`config.mk`:
```
export PLATFORM = sky130hd
export DESIGN_NAME = spi_slave
export DESIGN_NICKNAME = d
export VERILOG_FILES = /design/src/rtl/spi_slave.sv
export SDC_FILE = /design/constraint.sdc
export NUM_CORES = 1
export LEC_CHECK = 0
export CAP_MARGIN = 20
export CORE_MARGIN = 4
export CORE_UTILIZATION = 47
export DETAILED_ROUTE_END_ITERATION = 7
export PLACE_DENSITY = 0.86
export SETUP_SLACK_MARGIN = 0.05
export SLEW_MARGIN = 20
export SYNTH_ARGS = -nofsm -noshare
export SYNTH_HDL_FRONTEND = slang
export SYNTH_SLANG_ARGS = --single-unit
```
`constraint.sdc`:
```
create_clock -name clk -period 1.64 [get_ports clk]
set_input_delay 0.246 -clock clk [delete_from_list [all_inputs] [get_ports clk]]
set_output_delay 0.246 -clock clk [all_outputs]
set_load 0.05 [all_outputs]
```
`src/rtl/spi_slave.sv`:
```
// spi_slave: SPI mode-0 responder (MSB first, 8-bit frames), every flop on clk.
// Latency: a pin edge first sampled at clk edge N is acted on at edge N+2.
// Backpressure: unread rx byte drops new bytes (overrun); empty tx holding sends FILL (underrun).
// Optional feature macro: SPI_SLAVE_ERR_FLAGS_EN enables the sticky overrun/underrun flags.
module spi_slave #(
  parameter logic [7:0] FILL = 8'hFF
) (
  input  logic       clk,
  input  logic       reset,
  input  logic       spi_sck,
  input  logic       spi_cs_n,
  input  logic       spi_mosi,
  output logic       spi_miso,
  output logic [7:0] rx_data,
  output logic       rx_valid,
  input  logic       rx_ready,
  input  logic [7:0] tx_data,
  input  logic       tx_valid,
  output logic       tx_ready,
  output logic       busy,
  output logic       overrun,
  output logic       underrun,
  input  logic       err_clr
);

  typedef enum logic {
    ST_IDLE   = 1'b0,
    ST_ACTIVE = 1'b1
  } state_t;

  state_t     state_q;
  state_t     state_d;

  logic [1:0] sck_sync;
  logic [1:0] cs_sync;
  logic [1:0] mosi_sync;
  logic       sck_hist;
  logic       cs_hist;
  logic       mosi_hist;

  logic       sck_rise;
  logic       sck_fall;
  logic       cs_rise;
  logic       cs_fall;

  logic       frame_start;
  logic       frame_end;
  logic       bit_sample;
  logic       bit_drive;

  logic [2:0] bit_cnt;
  logic [6:0] rx_shift;
  logic [7:0] tx_shift;
  logic [7:0] rx_byte;
  logic       byte_done;
  logic       rx_accept;

  logic       hold_full;
  logic [7:0] hold_dat;
  logic       tx_accept;
  logic       load_evt;
  logic [7:0] load_byte;

  logic       overrun_set;
  logic       underrun_set;

  // Two-flop synchronizer plus one history flop per SPI pin. Chip select
  // resets to "active" so a cs_n held low across reset never looks like a
  // fresh falling edge; the frame only restarts after cs_n goes high and low.
  always_ff @(posedge clk or posedge reset) begin
    if (reset) begin
      sck_sync  <= 2'b00;
      cs_sync   <= 2'b00;
      mosi_sync <= 2'b00;
      sck_hist  <= 1'b0;
      cs_hist   <= 1'b0;
      mosi_hist <= 1'b0;
    end else begin
      sck_sync  <= {sck_sync[0], spi_sck};
      cs_sync   <= {cs_sync[0], spi_cs_n};
      mosi_sync <= {mosi_sync[0], spi_mosi};
      sck_hist  <= sck_sync[1];
      cs_hist   <= cs_sync[1];
      mosi_hist <= mosi_sync[1];
    end
  end

  assign sck_rise = sck_sync[1] & ~sck_hist;
  assign sck_fall = ~sck_sync[1] & sck_hist;
  assign cs_rise  = cs_sync[1] & ~cs_hist;
  assign cs_fall  = ~cs_sync[1] & cs_hist;

  // Frame state register.
  always_ff @(posedge clk or posedge reset) begin
    if (reset) begin
      state_q <= ST_IDLE;
    end else begin
      state_q <= state_d;
    end
  end

  // Frame sequencing: a cs_n rise ends the frame and wins over any sck edge
  // seen in the same cycle, so a host that drops sck together with cs_n does
  // not trigger a transmit reload after the last byte.
  always_comb begin
    state_d     = state_q;
    frame_start = 1'b0;
    frame_end   = 1'b0;
    bit_sample  = 1'b0;
    bit_drive   = 1'b0;
    case (state_q)
      ST_IDLE: begin
        if (cs_fall) begin
          state_d     = ST_ACTIVE;
          frame_start = 1'b1;
        end
      end
      ST_ACTIVE: begin
        if (cs_rise) begin
          state_d   = ST_IDLE;
          frame_end = 1'b1;
        end else begin
          bit_sample = sck_rise;
          bit_drive  = sck_fall;
        end
      end
      default: state_d = ST_IDLE;
    endcase
  end

  assign busy = (state_q == ST_ACTIVE);

  // A transmit load happens at frame start and at every byte boundary fall.
  assign load_evt     = frame_start | (bit_drive & (bit_cnt == 3'd0));
  assign load_byte    = hold_full ? hold_dat : FILL;
  assign underrun_set = load_evt & ~hold_full;

  assign rx_byte      = {rx_shift, mosi_sync[1]};
  assign byte_done    = bit_sample & (bit_cnt == 3'd7);
  assign rx_accept    = byte_done & (~rx_valid | rx_ready);
  assign overrun_set  = byte_done & ~rx_accept;

  // Bit counter and both shift registers; miso is the transmit register MSB.
  always_ff @(posedge clk or posedge reset) begin
    if (reset) begin
      bit_cnt  <= 3'd0;
      rx_shift <= 7'd0;
      tx_shift <= 8'd0;
    end else if (frame_start) begin
      bit_cnt  <= 3'd0;
      rx_shift <= 7'd0;
      tx_shift <= load_byte;
    end else if (frame_end) begin
      bit_cnt  <= 3'd0;
      rx_shift <= 7'd0;
      tx_shift <= 8'd0;
    end else begin
      if (bit_sample) begin
        rx_shift <= {rx_shift[5:0], mosi_sync[1]};
        bit_cnt  <= bit_cnt + 3'd1;
      end
      if (bit_drive) begin
        if (bit_cnt == 3'd0) begin
          tx_shift <= load_byte;
        end else begin
          tx_shift <= {tx_shift[6:0], 1'b0};
        end
      end
    end
  end

  assign spi_miso = tx_shift[7];

  // One-entry transmit holding register. An offer can only land while it is
  // empty, so a same-cycle load reads FILL and the offered byte waits for the
  // next load; when full, the load takes the old byte and the offer waits.
  assign tx_accept = tx_valid & ~hold_full;
  assign tx_ready  = ~hold_full;

  always_ff @(posedge clk or posedge reset) begin
    if (reset) begin
      hold_full <= 1'b0;
      hold_dat  <= 8'd0;
    end else if (tx_accept) begin
      hold_full <= 1'b1;
      hold_dat  <= tx_data;
    end else if (load_evt) begin
      hold_full <= 1'b0;
    end
  end

  // Received byte register; a completing byte overrides the pending handshake drop.
  always_ff @(posedge clk or posedge reset) begin
    if (reset) begin
      rx_data  <= 8'h00;
      rx_valid <= 1'b0;
    end else if (rx_accept) begin
      rx_data  <= rx_byte;
      rx_valid <= 1'b1;
    end else if (rx_valid && rx_ready) begin
      rx_valid <= 1'b0;
    end
  end

`ifdef SPI_SLAVE_ERR_FLAGS_EN
  // Sticky error flags; a new error in the clearing cycle keeps the flag set.
  always_ff @(posedge clk or posedge reset) begin
    if (reset) begin
      overrun  <= 1'b0;
      underrun <= 1'b0;
    end else begin
      overrun  <= (overrun & ~err_clr) | overrun_set;
      underrun <= (underrun & ~err_clr) | underrun_set;
    end
  end
`else
  assign overrun  = 1'b0;
  assign underrun = 1'b0;

  logic unused_err;
  assign unused_err = ^{err_clr, overrun_set, underrun_set};
`endif

  // The mosi history flop keeps the three pin paths identical; nothing edge-detects mosi.
  logic unused_mosi_hist;
  assign unused_mosi_hist = mosi_hist;

endmodule

```
After elaboration in Yosys (flattened, before gate mapping)

Index checks and enable logic that the tools add are counted.

Bitwise gates (word level): 17
Reduce and logical (&&, ||, !) cells: 6
Add/subtract/negate cells: 1
Eq/ne operators: 1
Mux-type cells: 25

Operator list:

| kind                                                          | count |
|---|---|
| 8-bit 2-to-1 mux                                              | 5 |
| 7-bit 2-to-1 mux                                              | 3 |
| 1-bit 2-to-1 mux                                              | 13 |
| 3-bit 2-to-1 mux                                              | 3 |
| 1-bit bitwise AND                                             | 8 |
| 1-bit NOT                                                     | 7 |
| 3-bit nonzero test                                            | 2 |
| 2-bit nonzero test                                            | 2 |
| 3-bit by 1-bit adder with 3-bit output, second input constant | 1 |
| 3-bit == test, second input constant                          | 1 |
| 3-bit logical NOT                                             | 1 |
| 1-bit OR                                                      | 2 |
| 1-bit case mux with 2 select lines                            | 1 |
| 1-bit logical AND                                             | 1 |

Register bits: 45
Logic and storage cells: 63
Input port bits: 16

Logic depth before layout (Yosys ltp)

Depth in word-level cells: 8
Mapped depth: 8

Worst setup path after synthesis

No wires, ideal clock.

Path type: reg-to-reg
From: register state_q (netlist: busy)
To: register rx_data[0]
Buffers on the path: 1
Slack: -139 ps
Cell stages (with the launch flop): 5
Library setup time: 125 ps
Arrival time: 1654 ps
Cell sequence: dfrtp_1 and4b_4 and3_4 buf_6 mux2_4

Longest elaborated chain between the ends: 3

RTL lines:

| what                     | line | source |
|---|---|---|
| start: declaration       | 31   | `state_t state_q;` |
| start signal: assignment | 98   | `state_q <= state_d;` |
| 1-bit 2-to-1 mux         | 111  | `case (state_q)` |
| 1-bit bitwise AND        | 139  | `assign byte_done = bit_sample & (bit_cnt == 3'd7);` |
| 1-bit bitwise AND        | 140  | `assign rx_accept = byte_done & (~rx_valid \| rx_ready);` |
| end signal: assignment   | 198  | `rx_data <= rx_byte;` |
| end: declaration         | 14   | `output logic [7:0] rx_data,` |

Every way passes these cells.
A chain may end at the register's enable or synchronous reset.

Worst setup path after layout

From: register bit_cnt[0]
To: register rx_data[7]

Longest elaborated chain between the ends: 3

RTL lines:

| what                     | line | source |
|---|---|---|
| start: declaration       | 51   | `logic [2:0] bit_cnt;` |
| start signal: assignment | 160  | `bit_cnt <= bit_cnt + 3'd1;` |
| 3-bit == test            | 139  |  |
| 1-bit bitwise AND        | 139  |  |
| 1-bit bitwise AND        | 140  |  |

Every way passes these cells.

==> run metrics <==
unrepaired setup endpoints after global routing false; first-pass GRT wire length 6010 um; number of antenna violations at the first check in global routing 0; FFs w/ async S/R, synth 100%; Area contributors post-synth dfrtp_1 (58%), mux2_4 (6.2%), mux2_2 (4.7%); reg-to-reg slack, setup 0.06 ns; clock sinks 45; top cell type's share of synthesized area 58.2%; Antenna Violating Nets Remaining 0; area grow syn2layout 25.9%; FF-to-FF path depth 5; start of the worst register-to-register path bit_cnt[0]$_DFFE_PP0P_; worst-skew pair later-pin latency 0.30 ns; crit end category register; IO buf count 26; achievable frequency 0.635 GHz; # Max-Cap Violations 0; WS Path Type reg -> reg; antenna cells 0; initial core utilization 48.4%; Hold Crit Class in -> async; cell taking the most area after synthesis dfrtp_1; syn_area_per_cell 12.9 um2; CP startpoint bit_cnt[0]$_DFFE_PP0P_; CP arrival 1.76 ns; H-tree lvl count 2; Pre-Repair DR Iteration Count 4; final design area excluding fillers 2440 um2; DRC Markers 0; Final Max Tran Viols 0; register area share after synthesis 58.2%; Fin Clk Skew 0.00814 ns; static leakage 1.12 nW; predominant post-synthesis flop cell dfrtp_1; number of failing hold endpoints at the final stage 0; # IOs 30; maximum vdd ir drop 0.647 mV; routed vias 1,268; WL/cell 15.0 um; Overall Global Routing Usage 15.0%; final worst-path cycle share 96.1%; Std-Cell Core Area 4000 um2; vias in the first global route 1,357; crit path time final 1.58 ns; Placed Area 2280 um2; WL final 3610 um; drt first-iter violations 111; Yosys cell types 31; Hold Slack 0.314 ns; Power per Cell Area 1290 nW/um2; #FFs+latches synth 45; largest net degree at the start of global routing 46; Layout Nets 209; Root Driver clkbuf_8; clock-pin transition on the worst setup and hold timing paths 0.07 ns; most frequent cells in the layout dfrtp_1 (44), buf_4 (22), nor2_1 (15); Worst Path Max Fanout 8; fill count 325; post-layout util 60.9%; # hold bufs at CTS 0; DR vias/cell 5.28; Die Ht 72.2 um; CTS buffer count 5; die extent in x 72.2 um; Core Rows 23; Post-Syn Area 1940 um2; routability cong. 0.781; grt total ovfl 0; Setup crit start kind register; Yosys warnings 0; Setup-failing EPs final 0; CTS tree done; post-layout power 3.14 mW; RR Endpoint rx_data[7]$_DFFE_PP0P_; share of cells above drive strength 1 31.1%; EDFF count, synth 0; cell count after synthesis 150; clk buf depth 2; Worst Path Required 1.82 ns; TNS Setup 0 ns; status finished clean; dpl hpwl 2480 um; most common cell after layout, fill and taps aside dfrtp_1; DIE AREA 5210 um2
[state kept, by name, indices dropped and copies added (netlist names)]
name,cells
hold_dat,8
rx_data,8
hold_full,1
rx_shift,7
rx_valid,1
sck_sync,2
mosi_sync,2
tx_shift,8
bit_cnt,3
cs_hist,1
busy,1
sck_hist,1
cs_sync,2
[worst max-delay path by stage]
stage / slack [ns] / cells after the start / to
2_1_floorplan: 0.05 / 4 / rx_data[0]$_DFFE_PP0P_
3_3_place_gp: 0.07 / 4 / rx_data[3]$_DFFE_PP0P_
3_5_place_dp: 0.05 / 4 / rx_data[5]$_DFFE_PP0P_
4_1_cts: 0.08 / 7 / tx_shift[7]$_DFFE_PP0P_
5_1_grt: 0.01 / 5 / tx_shift[2]$_DFFE_PP0P_
6_report: 0.06 / 5 / rx_data[7]$_DFFE_PP0P_
[worst max-delay path: stages (launching register included)]
cell and delay [ns]:
dfrtp_1 0.39, buf_4 0.14, ha_1 0.20, ha_2 0.18, and3_4 0.24, mux2_4 0.31
[routing by layer]
layer  share of wire (%)  vias up  global-route usage (%)
met3                 5.9       10                    4.02
met1                  43      613                    17.5
met2                  48       31                    24.9
met5                   0        -                       0
met4                 2.9        0                    8.56
li1                    -      614                       -
[through the flow]
stage | worst slack, ns | cells
2_1_floorplan | 0.0516 | 151
3_3_place_gp | 0.0702 | 227
3_5_place_dp | 0.0490 | 227
4_1_cts | 0.0808 | 234
5_1_grt | 0.0141 | 240
6_report | 0.0640 | 240
[power breakdown]
| group | switching [mW] | internal (mW) |
|---|---|---|
| registers | 0.147 | 1.35 |
| logic | 0.483 | 0.484 |
| clock network | 0.340 | 0.334 |
[logic make-up after synthesis]
| group | count (synthesis) | synth area share [%] |
|---|---|---|
| AOI/OAI and AO/OA | 34 | 13.7 |
| adders and majority gates | 3 | 1.94 |
| buffers and inverters | 15 | 4.01 |
| DFF | 45 | 58.2 |
| muxes | 18 | 12.6 |
| other | 1 | 0.194 |
| and+or+nand+nor | 34 | 9.37 |
[what timing repair did]
action | CTS | global route
resized for setup | 0 | 3
endpoints found under the setup margin | 0 | 23
setup buffers | 0 | 6
[Yosys cell counts (2+ instances only)]
cell type	n
nand2b_1	3
a211oi_1	7
mux2_2	8
o32a_1	7
ha_1	3
nor2_1	15
nand2_1	6
mux2_4	8
a21oi_1	7
a22o_1	9
o21ai_0	2
buf_4	2
inv_1	5
nor2b_1	4
dfrtp_1	45
buf_2	4
[area by class of cell]
cell class	count	area, um2	area share (%)
inverters	6	23.8	0.975
flip-flops and latches	45	1130	46.3
clock buffers	7	86.3	3.54
multi-input cells	91	741	30.4
repair buffers	41	397	16.3
well taps	50	62.6	2.57
Note: power is estimated with default switching activity, not from simulation.
